--- config.mk ---
export PLATFORM = sky130hd
export DESIGN_NAME = ex_mem_skid
export DESIGN_NICKNAME = d
export VERILOG_FILES = /design/src/rtl/ex_mem_skid.sv
export SDC_FILE = /design/constraint.sdc
export NUM_CORES = 1
export LEC_CHECK = 0
export ABC_CLOCK_PERIOD_IN_PS = 3100
export BUFFER_PORTS_ARGS = -buffer_cell sky130_fd_sc_hd__clkbuf_2
export CAP_MARGIN = 20
export CORE_MARGIN = 2
export CORE_UTILIZATION = 40
export DETAILED_ROUTE_END_ITERATION = 8
export GPL_TIMING_DRIVEN = 0
export SLEW_MARGIN = 20
export SYNTH_ARGS = -nofsm -noshare
export SYNTH_HDL_FRONTEND = slang
export SYNTH_SLANG_ARGS = --single-unit
export TNS_END_PERCENT = 10
--- constraint.sdc ---
create_clock -name clk_i -period 3.1 [get_ports clk_i]
set_input_delay 0.465 -clock clk_i [delete_from_list [all_inputs] [get_ports clk_i]]
set_output_delay 0.465 -clock clk_i [all_outputs]
set_load 0.05 [all_outputs]
--- src/rtl/ex_mem_skid.sv ---
// ex_mem_skid: pipeline boundary between the EX and MEM stages.
//
// Captures an EX result only when the ALU reports completion and holds up to
// two results (head + skid) so MEM back-pressure never drops or duplicates a
// result. The head entry drives the mem_* outputs under a valid/ready
// handshake. A saturating counter records EX multi-cycle stall cycles.
//
// State table:
//   state | meaning
//   EMPTY | no valid entry; mem_valid_o=0, ex_ready_o=1
//   ONE   | head valid, skid empty; mem_valid_o=1, ex_ready_o=1
//   FULL  | head and skid valid; mem_valid_o=1, ex_ready_o=0
//
// Ports:
//   clk_i, rst_i         clock, synchronous active-low reset
//   flush_i              empties the buffer (discards a same-cycle accept)
//   ex_*_i / ex_ready_o  EX-side result and back-pressure
//   mem_*_o / mem_ready_i head entry towards MEM and its consume strobe
//   stall_cnt_o          cycles with ex_valid_i=1 and ex_ok_i=0, saturating

module ex_mem_skid #(
    parameter int DATA_W     = 32,
    parameter int REG_ADDR_W = 5,
    parameter int CNT_W      = 32
) (
    input  logic                    clk_i,
    input  logic                    rst_i,
    input  logic                    flush_i,
    input  logic                    ex_valid_i,
    input  logic                    ex_ok_i,
    input  logic [REG_ADDR_W-1:0]   ex_wd_i,
    input  logic                    ex_wreg_i,
    input  logic                    ex_whilo_i,
    input  logic [2*DATA_W-1:0]     ex_wdata_i,
    output logic                    ex_ready_o,
    output logic                    mem_valid_o,
    input  logic                    mem_ready_i,
    output logic [REG_ADDR_W-1:0]   mem_wd_o,
    output logic                    mem_wreg_o,
    output logic                    mem_whilo_o,
    output logic [DATA_W-1:0]       mem_wdata_o,
    output logic [DATA_W-1:0]       mem_hi_o,
    output logic [DATA_W-1:0]       mem_lo_o,
    output logic [CNT_W-1:0]        stall_cnt_o
);

    typedef enum logic [1:0] {
        EMPTY = 2'd0,
        ONE   = 2'd1,
        FULL  = 2'd2
    } state_t;

    typedef struct packed {
        logic [REG_ADDR_W-1:0] wd;
        logic                  wreg;
        logic                  whilo;
        logic [2*DATA_W-1:0]   wdata;
    } entry_t;

    state_t             state_q, state_d;
    entry_t             head_q, head_d;
    entry_t             skid_q, skid_d;
    logic               ready_q, ready_d;
    logic [CNT_W-1:0]   stall_cnt_q, stall_cnt_d;

    entry_t             in_entry;
    logic               accept;
    logic               pop;

    assign in_entry = '{wd: ex_wd_i, wreg: ex_wreg_i, whilo: ex_whilo_i, wdata: ex_wdata_i};

    assign mem_valid_o = (state_q != EMPTY);
    assign accept      = ex_valid_i & ex_ok_i & ready_q;
    assign pop         = mem_valid_o & mem_ready_i;

    // State register (and all other storage).
    always_ff @(posedge clk_i) begin
        if (!rst_i) begin
            state_q     <= EMPTY;
            head_q      <= '0;
            skid_q      <= '0;
            ready_q     <= 1'b1;
            stall_cnt_q <= '0;
        end else begin
            state_q     <= state_d;
            head_q      <= head_d;
            skid_q      <= skid_d;
            ready_q     <= ready_d;
            stall_cnt_q <= stall_cnt_d;
        end
    end

    // Next-state logic.
    always_comb begin
        state_d = state_q;
        if (flush_i) begin
            state_d = EMPTY;
        end else begin
            unique case (state_q)
                EMPTY: if (accept) state_d = ONE;
                ONE: begin
                    if (accept && !pop)      state_d = FULL;
                    else if (!accept && pop) state_d = EMPTY;
                end
                FULL:  if (pop) state_d = ONE;
                default: state_d = EMPTY;
            endcase
        end
    end

    // Output / datapath logic. Payloads are left stale on flush; the
    // enables seen by MEM are masked by mem_valid_o instead.
    always_comb begin
        head_d      = head_q;
        skid_d      = skid_q;
        stall_cnt_d = stall_cnt_q;
        if (!flush_i) begin
            unique case (state_q)
                EMPTY: if (accept) head_d = in_entry;
                ONE: begin
                    if (accept && pop) head_d = in_entry;
                    else if (accept)   skid_d = in_entry;
                end
                FULL:  if (pop) head_d = skid_q;
                default: ;
            endcase
        end
        // ex_ready_o is registered so MEM's ready never reaches EX combinationally.
        ready_d = (state_d != FULL);
        if (ex_valid_i && !ex_ok_i && !(&stall_cnt_q)) begin
            stall_cnt_d = stall_cnt_q + CNT_W'(1);
        end
    end

    assign ex_ready_o  = ready_q;
    assign mem_wd_o    = head_q.wd;
    assign mem_wreg_o  = head_q.wreg & mem_valid_o;
    assign mem_whilo_o = head_q.whilo & mem_valid_o;
    assign mem_wdata_o = head_q.wdata[DATA_W-1:0];
    assign mem_lo_o    = head_q.wdata[DATA_W-1:0];
    assign mem_hi_o    = head_q.wdata[2*DATA_W-1:DATA_W];
    assign stall_cnt_o = stall_cnt_q;

endmodule

== Word level (Yosys, flattened, before mapping) ==
Cells that the tools add are included.
Cells by class
  multiplexer cells: 10
  $add $sub $neg: 1
  equal/unequal tests: 6
  reduce and logical (&&, ||, !) cells: 15
  bitwise operators: 7
Operators with widths (count)
  $mux W71: 3
  $pmux W71 S3: 1
  $add A32 B1 Y32 const B: 1
  $reduce_and A32 Y1: 1
  $mux W2: 5
  $ne A2 B2 Y1 const B: 4
  $pmux W2 S3: 1
  $and A1 B1 Y1: 5
  $logic_and A1 B1 Y1: 5
  $reduce_and A5 Y1: 1
  $logic_not A1 Y1: 4
  $reduce_and A4 Y1: 1
  $reduce_bool A3 Y1: 1
  $eq A2 B1 Y1 const B: 1
  $eq A2 B2 Y1 const B: 1
  $logic_not A2 Y1: 1
  $not A1 Y1: 2
  $reduce_bool A2 Y1: 1
Storage, ports and cells
  logic and storage cells: 50
  flip-flop bits (word level): 177
  output and inout bits: 137

== Depth between registers and ports, before layout ==
Gate-level depths: netlist (run 1).
  depth in word-level cells: 9
  gate-level depth with buffers: 7
  mapped depth without buffers: 6

== Worst setup path before layout (run 1) ==
OpenSTA, ideal clock, no wires.
  kind: reg-to-reg
  start point: register stall_cnt_q[18], in the netlist stall_cnt_o[18]
  end point: register stall_cnt_q[8], in the netlist stall_cnt_o[8]
  data required time: 2.981 ns
  period minus slack after synthesis: 2.351 ns
  arrival: 2.232 ns
  cell stages (with the launch flop): 8
  setup slack: 0.749 ns
  buffers on the path: 2
  path through: dfxtp_1 nand4_2 or4_1 buf_2 o31ai_4 buf_6 nor4_1 o21bai_1
On the way
  word-level cells in the longest chain between the ends: 3
Ends and longest elaborated chain
  start: declaration: line 64  | logic [CNT_W-1:0] stall_cnt_q, stall_cnt_d;
  start signal: assignment: line 89  | stall_cnt_q <= stall_cnt_d;
  $reduce_and A32 Y1: line 130  | if (ex_valid_i && !ex_ok_i && !(&stall_cnt_q)) begin
  $logic_not A1 Y1: line 130
  $logic_and A1 B1 Y1: line 130
Every way passes these cells.
A chain may end at the register's enable or synchronous reset.

== Final worst setup path (run 1) ==
  start point: register state_q[1]
  end point: register head_q, in the netlist mem_lo_o[2]
On the way
  word-level cells in the longest chain between the ends: 5
  elaborated cells on any way between the ends: 12
  classes of those cells: eq/ne: 5; mux: 1; bitwise: 1; reduce/logical: 5
Ends and longest elaborated chain
  start: declaration: line 60  | state_t state_q, state_d;
  start signal: assignment: line 85  | state_q <= state_d;
  $reduce_bool A2 Y1: line 72  | assign mem_valid_o = (state_q != EMPTY);
  $and A1 B1 Y1: line 74  | assign pop = mem_valid_o & mem_ready_i;
  $logic_and A1 B1 Y1: line 121  | if (accept && pop) head_d = in_entry;
  $ne A2 B2 Y1 (no line)
  $reduce_and A5 Y1 (no line)
  end signal: assignment: line 80  | head_q <= '0;
  end signal: assignment: line 86  | head_q <= head_d;
  end: declaration: line 61  | entry_t head_q, head_d;
Parallel ways exist; a longest one is shown, timed or not.

==> results of run 1 <==
==> registers in the layout, indices dropped and copies added (netlist names) <==
signal       cells
state_q          2
mem_wd_o         5
ex_ready_o       1
head_q           2
mem_lo_o        32
stall_cnt_o     32
skid_q          71
mem_hi_o        32
==> final cells by class <==
cell class                 count  area share
clock inverter                13     0.01029
antenna                        1   0.0002510
buffer                       162      0.1001
tap                          265     0.03325
clock buffer                  18     0.04405
timing repair buffer         213      0.1069
inverter                       3    0.001129
sequential                   177      0.3554
multi-input combinational    597      0.3486
==> synthesized netlist by cell type (all sizes together) <==
cell type / count
dfxtp: 177
nand2: 166
buf: 106
nor2: 90
a21oi: 85
a211oi: 73
mux2i: 73
clkbuf: 56
nand3: 14
o21ai: 11
nand4: 9
nor4: 9
or3: 9
xnor2: 8
o21bai: 6
or4: 5
and4: 4
nand2b: 4
nor3: 4
o211ai: 4
o31ai: 4
inv: 3
or2: 3
and2: 2
nand3b: 2
and3: 1
and4b: 1
ha: 1
nand4b: 1
nor2b: 1
nor4b: 1
o2111ai: 1
o21a: 1
o311ai: 1
o31a: 1
o41ai: 1
xor2: 1
==> layer usage <==
layer	part of all wire	track usage
met1	0.47	0.2532
met2	0.46	0.3212
met3	0.064	0.06238
met4	0.0092	0.04265
met5	0	0
==> critical path, delay by kind of cell (launching register included) <==
family	cells	cell delay [ns]
and+or+nand+nor	2	0.35
buffers and inverters	2	0.97
AOI/OAI and AO/OA	2	0.88
DFF	1	0.34
==> where the power goes <==
part / switching, mW / internal [mW]
clock network: 0.959 / 1.06
registers: 0.0380 / 2.33
logic: 0.454 / 0.228
total: 1.45 / 3.61
==> cell families (layout without fill, tap and decap cells) <==
group,count (synthesis),after routing,synth area share
AOI/OAI and AO/OA,188,188,0.1524
and+or+nand+nor,326,326,0.1781
xor gates and xnor gates,9,9,0.009818
adders and majority gates,1,1,0.001558
muxes,73,73,0.09101
other,0,1,0
buffers and inverters,165,409,0.1258
DFF,177,177,0.4413
==> worst paths after layout <==
| check | to | startpoint | cells after the start |
|---|---|---|---|
| worst max-delay path | mem_lo_o[2]$_SDFFE_PN0P_ | state_q[1]$_SDFF_PN0_ | 6 |
| worst min-delay path | skid_q[27]$_SDFFE_PN0P_ | ex_wdata_i[27] | 3 |
| worst max register to register | mem_lo_o[2]$_SDFFE_PN0P_ | state_q[1]$_SDFF_PN0_ | 6 |
| worst min register to register | skid_q[64]$_SDFFE_PN0P_ | skid_q[64]$_SDFFE_PN0P_ | 2 |
==> through the flow <==
| step | hold WS [ns] | std cells | total power [mW] |
|---|---|---|---|
| after floorplan | 0.4357 | 939 | 2.916 |
| after global placement | 0.4403 | 1417 | 3.103 |
| after detailed placement | 0.4458 | 1417 | 3.108 |
| after CTS | 0.2448 | 1448 | 5.122 |
| after global routing | 0.2569 | 1448 | 5.258 |
| final | 0.2655 | 1449 | 5.063 |
==> results.sh, run 1 <==
export IMPL_min_delay_path_class="input pin to flop"
export IMPL_synth_avg_cell_area_um2=8.551
export IMPL_post_route_cells_drive_above_1_share=0.3068
export IMPL_antenna_left=0
export IMPL_setup_reg_to_reg_worst_slack_ns=0.41
export IMPL_areaGrowthSynthToFinish_pct=24.19
export IMPL_count_of_routing_violations_after_the_opening_detailed_route_iteration=277
export IMPL_crit_type="flop to flop"
export IMPL_syn_num_nets=1017
export IMPL_initial_standard_cell_utilization_of_the_core=0.4098
export IMPL_final_max_slew_viol_count=0
export IMPL_timing_critical_path_from_type="flop"
export IMPL_rsz0062_at_grt="false"
export IMPL_fp_row_count=51
export IMPL_detail_route_drc_violations=0
export IMPL_synth_largest_area_cell="dfxtp_1"
export IMPL_htreeDepth=4
export IMPL_final_worst_path_period_share=0.8667
export IMPL_power_static_leakage_nw=4.517
export IMPL_placed_cell_area_um2=9427
export IMPL_layout_cells_most_common="clkbuf_2"
export IMPL_cp_data_arrival_time_ns=2.97
export IMPL_cts_path_max_buffers=2
export IMPL_route_vias_total=6977
export IMPL_fmax_mhz=372.2
export IMPL_worst_setup_hold_path_clk_slew_ns=0.07
export IMPL_cts_repair_timing_setup_buffer_count=0
export IMPL_floorplan_die_width_um=145.7
export IMPL_yosys_warnings=0
export IMPL_cts_resized_gates=0
export IMPL_post_synth_top_area_fraction=0.4413
export IMPL_dieHeight_um=145.7
export IMPL_nets=1249
export IMPL_synth_yosys_seq_area_share=0.4413
export IMPL_period_needed_ns=2.687
export IMPL_grt_max_degree=17
export IMPL_crit_path_frequent_cell="clkbuf_1"
export IMPL_grt_pass1_vias=6471
export IMPL_port_buffers=213
export IMPL_inserted_clock_buffers=17
export IMPL_flip_flop_and_latch_count_after_synthesis=177
export IMPL_synthDistinctLibCells=48
export IMPL_finalSetupTns_ns=0
export IMPL_timing_critical_path_fanout_max=10
export IMPL_timing_final_hold_violations=0
export IMPL_globalRouteOverflowTotal=0
export IMPL_hpwl_mm=15.39
export IMPL_netlist_instances=939
export IMPL_slowest_stage_cell_crit_path="a21oi_1"
export IMPL_status="completed"
export IMPL_finalSetupViolations=0
export IMPL_seq_area_um2=3543
export IMPL_wl_mm=21.06
export IMPL_final_fill_count=1901
export IMPL_most_common_layout_cells="clkbuf_2 (213), dfxtp_1 (177), nand2_1 (166)"
export IMPL_tritoncts="yes"
export IMPL_postLayoutCoreUtil=0.5090
export IMPL_clock_sinks=177
export IMPL_critPathRequiredTime_ns=3.38
export IMPL_wire_length_of_the_first_global_routing_pass_mm=33.51
export IMPL_wl_per_instance_um=14.53
export IMPL_post_place_ws_ns=0.1295
export IMPL_vdd_ir_drop_max_mv=0.3752
export IMPL_fin_skew_ns=0.009037
export IMPL_clk_latency_ns=0.43
export IMPL_timing_worst_slew_pin_value_ns=0.9244
export IMPL_area_of_the_core_um2=19590
export IMPL_antenna_found_initial=1
export IMPL_gp_congestion=0.8363
export IMPL_grt_util_all_layers=0.1959
export IMPL_clock_root_buffer="clkbuf_16"
export IMPL_die_area_um2=21220
export IMPL_drt_pass1_iter_count=4
export IMPL_netlist_top_cells_area="dfxtp_1 (44%), buf_4 (9.4%), mux2i_1 (9.1%)"
export IMPL_io_pin_count=214
export IMPL_post_synth_instance_area_um2=8029
export IMPL_worstPathCellList="and4b_1 > nand2_1 > a21oi_1 > clkbuf_1 > clkbuf_1 > a211oi_1"
export IMPL_vias_per_cell=4.815
export IMPL_crit_path_end_kind="flop"
export IMPL_cap_viol_max_count=0
export IMPL_setup_slack_ns=0.4132
export IMPL_design_area_um2=9971
export IMPL_power_per_cell_area_nw_per_um2=507.8
export IMPL_hold_buffers=0
export IMPL_worst_slew_margin_rel=0.3780
export IMPL_multiInputGateArea_um2=3476
export IMPL_worst_path_largest_cell_delay_ns=0.74
Power figures use the tool's default switching activity.
==> inputs of run 2 (changes only) <==
--- a/config.mk
+++ b/config.mk
@@ -9,7 +9,7 @@
 export BUFFER_PORTS_ARGS = -buffer_cell sky130_fd_sc_hd__clkbuf_2
 export CAP_MARGIN = 20
 export CORE_MARGIN = 2
-export CORE_UTILIZATION = 40
+export CORE_UTILIZATION = 31
 export DETAILED_ROUTE_END_ITERATION = 8
 export GPL_TIMING_DRIVEN = 0
 export SLEW_MARGIN = 20
==> run 2 against run 1 <==
  * Die area is 28% higher
  * Sequential power about the same
  * Clock power up 6%
  * Largest power group unchanged
  * Fmax down 2.5%
  * Global-route usage down 3.5 points
  * Flip-flop and latch count is the same
  * Final area rose by 1.3%
  * Highest routed layer is now met5
  * Critical path type unchanged
  * Non-clock buffer count unchanged
  * Clock-buffer cell count fell by 1
==> results.sh, run 2 (synthesis gave the netlist of run 1 again) <==
export IMPL_fin_skew_ns=0.01543
export IMPL_worst_path_largest_cell_delay_ns=0.74
export IMPL_worstPathCellList="and4b_1 > nand2_1 > a21oi_1 > clkbuf_1 > clkbuf_1 > a211oi_1"
export IMPL_cts_path_max_buffers=2
export IMPL_vias_per_cell=4.623
export IMPL_cts_repair_timing_setup_buffer_count=0
export IMPL_grt_max_degree=20
export IMPL_vdd_ir_drop_max_mv=0.3249
export IMPL_critPathRequiredTime_ns=3.38
export IMPL_antenna_cells=0
export IMPL_final_worst_path_period_share=0.8893
export IMPL_io_pin_count=214
export IMPL_crit_path_end_kind="flop"
export IMPL_area_of_the_core_um2=25330
export IMPL_crit_type="flop to flop"
export IMPL_crit_path_frequent_cell="clkbuf_1"
export IMPL_slowest_stage_cell_crit_path="a21oi_1"
export IMPL_wl_per_instance_um=14.50
export IMPL_rsz0062_at_grt="false"
export IMPL_most_flops_register="skid_q"
export IMPL_clock_root_buffer="clkbuf_16"
export IMPL_grt_util_all_layers=0.1607
export IMPL_antenna_left=0
export IMPL_fp_row_count=58
export IMPL_total_routed_wire_length_on_the_met1_layer_mm=10.19
export IMPL_min_delay_path_class="input pin to flop"
export IMPL_globalRouteOverflowTotal=0
export IMPL_post_route_cells_drive_above_1_share=0.3074
export IMPL_worst_setup_hold_path_clk_slew_ns=0.07
export IMPL_hold_buffers=0
export IMPL_floorplan_die_width_um=164.9
export IMPL_areaGrowthSynthToFinish_pct=25.77
export IMPL_detail_route_drc_violations=0
export IMPL_htreeDepth=4
export IMPL_fmax_mhz=362.7
export IMPL_antenna_found_initial=2
export IMPL_ff2ff_path_depth=6
export IMPL_maxUsedRoutingLayer="met5"
export IMPL_inserted_clock_buffers=17
export IMPL_dr_wl_met2_mm=10.51
export IMPL_port_buffers=213
export IMPL_count_of_routing_violations_after_the_opening_detailed_route_iteration=227
export IMPL_drt_pass1_iter_count=4
export IMPL_clock_sinks=177
export IMPL_wl_met3_mm=1.115
export IMPL_postLayoutCoreUtil=0.3987
export IMPL_most_common_layout_cells="clkbuf_2 (213), dfxtp_1 (177), nand2_1 (166)"
export IMPL_finalSetupViolations=0
export IMPL_wire_length_of_the_first_global_routing_pass_mm=33.71
export IMPL_initial_standard_cell_utilization_of_the_core=0.3170
export IMPL_timing_critical_path_from_type="flop"
export IMPL_wl_mm=21.96
export IMPL_timing_critical_path_fanout_max=10
export IMPL_worstSetupStartpoint="state_q[1]$_SDFF_PN0_"
export IMPL_final_max_slew_viol_count=0
export IMPL_gp_congestion=0.8129
export IMPL_final_fill_count=2607
export IMPL_cap_viol_max_count=0
export IMPL_route_vias_total=6999
export IMPL_timing_critical_path_to="mem_hi_o[14]$_SDFFE_PN0P_"
export IMPL_timing_final_hold_violations=0
export IMPL_tritoncts="yes"
export IMPL_die_area_um2=27200
export IMPL_nets=1249
export IMPL_period_needed_ns=2.757
export IMPL_power_static_leakage_nw=4.549
export IMPL_power_per_cell_area_nw_per_um2=514.7
export IMPL_status="completed"
export IMPL_timing_worst_slew_pin_value_ns=0.9374
export IMPL_grt_pass1_vias=6243
export IMPL_hpwl_mm=16.16
export IMPL_largest_register_ffs=71
export IMPL_dieHeight_um=164.9
export IMPL_layout_cells_most_common="clkbuf_2"
export IMPL_endpoint_of_the_worst_register_to_register_path="mem_hi_o[14]$_SDFFE_PN0P_"
export IMPL_finalSetupTns_ns=0
export IMPL_cp_data_arrival_time_ns=3.04
export IMPL_reg2reg_from="state_q[1]$_SDFF_PN0_"
export IMPL_cts_resized_gates=0
export IMPL_setup_reg_to_reg_worst_slack_ns=0.34
export IMPL_worst_slew_margin_rel=0.3751
export IMPL_clk_latency_ns=0.43
[run 2: cell type report]
class / instances / area [µm²] / area share
Multi-Input combinational cell: 597 / 3476 / 0.3442
Clock buffer: 17 / 425.4 / 0.04213
Buffer: 162 / 998.5 / 0.09887
Clock inverter: 15 / 165.2 / 0.01635
Tap cell: 330 / 412.9 / 0.04089
Sequential cell: 177 / 3543 / 0.3509
Inverter: 3 / 11.26 / 0.001115
Timing Repair Buffer: 213 / 1066 / 0.1056
[run 2: worst min-delay path by stage]
stage                              end                    start  slack, ns  depth (start not counted)
2_1_floorplan   skid_q[0]$_SDFFE_PN0P_   skid_q[0]$_SDFFE_PN0P_       0.44                          2
6_report         state_q[0]$_SDFF_PN0_                  flush_i       0.26                          2
4_1_cts          state_q[0]$_SDFF_PN0_                  flush_i       0.23                          2
5_1_grt          state_q[0]$_SDFF_PN0_                  flush_i       0.24                          2
3_3_place_gp   skid_q[70]$_SDFFE_PN0P_  skid_q[70]$_SDFFE_PN0P_       0.44                          2
3_5_place_dp   skid_q[51]$_SDFFE_PN0P_  skid_q[51]$_SDFFE_PN0P_       0.45                          2
[run 2: where the power goes]
part	switching (mW)	total (mW)	internal, mW
Combinational	0.459	0.688	0.228
Clock	1.06	2.15	1.09
Sequential	0.0387	2.36	2.33
Total	1.56	5.20	3.64
[run 2: stage by stage]
stage | worst slack (ns) | total power, mW | cells | hold slack, ns | cell area (µm²)
floorplan | 0.7489 | 2.916 | 939 | 0.4357 | 8029
global placement | 0.07117 | 3.108 | 1482 | 0.4407 | 9508
detailed placement | 0.05367 | 3.114 | 1482 | 0.4458 | 9508
CTS | 0.2553 | 5.274 | 1514 | 0.2277 | 10100
global route | 0.1292 | 5.419 | 1514 | 0.2364 | 10100
finish | 0.3431 | 5.197 | 1514 | 0.2620 | 10100
[run 2: critical path, delay by kind of cell (launching register included)]
kind / cells / cell delay, ns
AO/OA/AOI/OAI: 2 / 0.89
AND/OR/NAND/NOR: 2 / 0.37
buffers and inverters: 2 / 0.99
flip-flops: 1 / 0.35
[run 2: layer usage]
metal	track usage	up-vias
li1	-	3619
met1	0.2113	3211
met2	0.2657	154
met3	0.04269	11
met4	0.03241	4
met5	0	-
==> inputs of run 3 (changes only) <==
--- a/config.mk
+++ b/config.mk
@@ -9,9 +9,11 @@
 export BUFFER_PORTS_ARGS = -buffer_cell sky130_fd_sc_hd__clkbuf_2
 export CAP_MARGIN = 20
 export CORE_MARGIN = 2
-export CORE_UTILIZATION = 31
+export CORE_UTILIZATION = 50
 export DETAILED_ROUTE_END_ITERATION = 8
 export GPL_TIMING_DRIVEN = 0
+export PLACE_DENSITY = 0.76
+export RECOVER_POWER = 25
 export SLEW_MARGIN = 20
 export SYNTH_ARGS = -nofsm -noshare
 export SYNTH_HDL_FRONTEND = slang
==> run 3 against run 2 <==
  * Die area decreased by 37%
  * Highest routed layer is now met4
  * Flip-flop and latch count unchanged
  * First-iteration DRC count is 97% higher
==> results.sh, run 3 (synthesis gave the netlist of run 1 again) <==
export IMPL_worst_setup_hold_path_clk_slew_ns=0.06
export IMPL_setup_reg_to_reg_worst_slack_ns=0.48
export IMPL_fin_skew_ns=0.007100
export IMPL_count_of_routing_violations_after_the_opening_detailed_route_iteration=448
export IMPL_worstSetupStartpoint="state_q[1]$_SDFF_PN0_"
export IMPL_final_worst_path_period_share=0.8462
export IMPL_route_vias_total=7188
export IMPL_port_buffers=213
export IMPL_timing_worst_slew_pin_value_ns=0.9831
export IMPL_hold_buffers=0
export IMPL_status="completed"
export IMPL_post_layout_total_power_mw=5.587
export IMPL_fp_row_count=46
export IMPL_wl_per_instance_um=14.52
export IMPL_drt_pass1_iter_count=5
export IMPL_seq_area_um2=3543
export IMPL_endpoint_of_the_worst_register_to_register_path="mem_hi_o[29]$_SDFFE_PN0P_"
export IMPL_worstPathCellList="and4b_1 > nand2_1 > a21oi_1 > clkbuf_1 > clkbuf_1 > a211oi_1"
export IMPL_worst_path_largest_cell_delay_ns=0.66
export IMPL_most_common_layout_cells="dfxtp_1 (177), nand2_1 (166), clkbuf_1 (137)"
export IMPL_finalNonFillerCells=1400
export IMPL_vdd_ir_drop_max_mv=0.3883
export IMPL_worst_hold_path_num_cells=2
export IMPL_antenna_cells=0
export IMPL_nets=1249
export IMPL_gp_congestion=0.8627
export IMPL_timing_critical_path_to="mem_hi_o[29]$_SDFFE_PN0P_"
export IMPL_power_static_leakage_nw=4.333
export IMPL_largest_register_ffs=71
export IMPL_crit_path_frequent_cell="clkbuf_1"
export IMPL_globalRouteOverflowTotal=0
export IMPL_worst_slew_margin_rel=0.3385
export IMPL_vias_per_cell=5.134
export IMPL_cts_repair_timing_setup_buffer_count=0
export IMPL_crit_type="flop to flop"
export IMPL_grt_max_degree=17
export IMPL_inserted_clock_buffers=17
export IMPL_clock_root_buffer="clkbuf_16"
export IMPL_hpwl_mm=14.92
export IMPL_cap_viol_max_count=0
export IMPL_die_area_um2=17090
export IMPL_finalSetupViolations=0
export IMPL_post_route_cells_drive_above_1_share=0.2390
export IMPL_htreeDepth=4
export IMPL_clk_latency_ns=0.42
export IMPL_timing_final_hold_violations=0
export IMPL_tritoncts="yes"
export IMPL_cts_path_max_buffers=2
export IMPL_floorplan_die_width_um=130.7
export IMPL_fmax_mhz=381.2
export IMPL_timing_critical_path_fanout_max=10
export IMPL_dieHeight_um=130.7
export IMPL_reg2reg_from="state_q[1]$_SDFF_PN0_"
export IMPL_areaGrowthSynthToFinish_pct=24.14
export IMPL_clock_sinks=177
export IMPL_multiInputGateArea_um2=3476
export IMPL_detail_route_drc_violations=0
export IMPL_slowest_stage_cell_crit_path="a21oi_1"
export IMPL_ff2ff_path_depth=6
export IMPL_crit_path_end_kind="flop"
export IMPL_final_fill_count=1448
export IMPL_cts_resized_gates=0
export IMPL_critPathRequiredTime_ns=3.37
export IMPL_wire_length_of_the_first_global_routing_pass_mm=31.80
export IMPL_rsz0062_at_grt="false"
export IMPL_area_of_the_core_um2=15770
export IMPL_final_max_slew_viol_count=0
export IMPL_period_needed_ns=2.623
export IMPL_min_delay_path_class="input pin to flop"
export IMPL_power_per_cell_area_nw_per_um2=560.5
export IMPL_postLayoutCoreUtil=0.6320
export IMPL_antenna_found_initial=0
export IMPL_most_flops_register="skid_q"
export IMPL_finalHoldWorstSlack_ns=0.2696
export IMPL_initial_standard_cell_utilization_of_the_core=0.5091
export IMPL_layout_cells_most_common="dfxtp_1"
export IMPL_io_pin_count=214
export IMPL_wl_mm=20.33
export IMPL_grt_util_all_layers=0.2354
export IMPL_timing_critical_path_from_type="flop"
export IMPL_cp_data_arrival_time_ns=2.89
export IMPL_grt_pass1_vias=6482
export IMPL_placed_cells=1368
export IMPL_antenna_left=0
export IMPL_finalSetupTns_ns=0
[run 3: power by group]
group,internal [mW],switching (mW),total [mW]
clock,1.67,0.873,2.55
sequential,2.33,0.0386,2.37
combinational,0.217,0.457,0.674
total,4.22,1.37,5.59
[run 3: area by class of cell]
| cell class | instances | area share |
|---|---|---|
| inverters | 3 | 0.001130 |
| multi-input cells | 597 | 0.3487 |
| well taps | 216 | 0.02712 |
| plain buffers | 162 | 0.1002 |
| clock buffers | 21 | 0.04419 |
| repair buffers | 213 | 0.09729 |
| flip-flops and latches | 177 | 0.3555 |
| clock inverters | 11 | 0.02586 |
[run 3: worst min path at each step]
stage                             from                      end  slack [ns]
2_1_floorplan   skid_q[0]$_SDFFE_PN0P_   skid_q[0]$_SDFFE_PN0P_        0.44
3_3_place_gp   skid_q[31]$_SDFFE_PN0P_  skid_q[31]$_SDFFE_PN0P_        0.44
3_5_place_dp   skid_q[43]$_SDFFE_PN0P_  skid_q[43]$_SDFFE_PN0P_        0.45
4_1_cts                        flush_i    state_q[0]$_SDFF_PN0_        0.25
5_1_grt                        flush_i    state_q[0]$_SDFF_PN0_        0.27
6_report                       flush_i    state_q[0]$_SDFF_PN0_        0.27
[run 3: worst max-delay path, delay by kind of cell (launching register included)]
family	cells	cell delay (ns)
and+or+nand+nor	2	0.37
buffers and inverters	2	0.93
DFF	1	0.35
AOI/OAI and AO/OA	2	0.82
[run 3: through the flow]
stage,cell area (µm²),setup WS (ns)
after detailed placement,9365,0.2673
after CTS,10060,0.4462
after global routing,9967,0.2895
after global placement,9365,0.3146
final,9967,0.4768
after floorplan,8029,0.7489
[run 3: metal layers]
layer / wire length [µm] / GRT usage / vias to the layer above
met5: 0 / 0 / -
met4: 279 / 0.07822 / 0
met3: 1323 / 0.04805 / 21
met2: 10100 / 0.4059 / 209
met1: 8633 / 0.2954 / 3351
li1: - / - / 3607
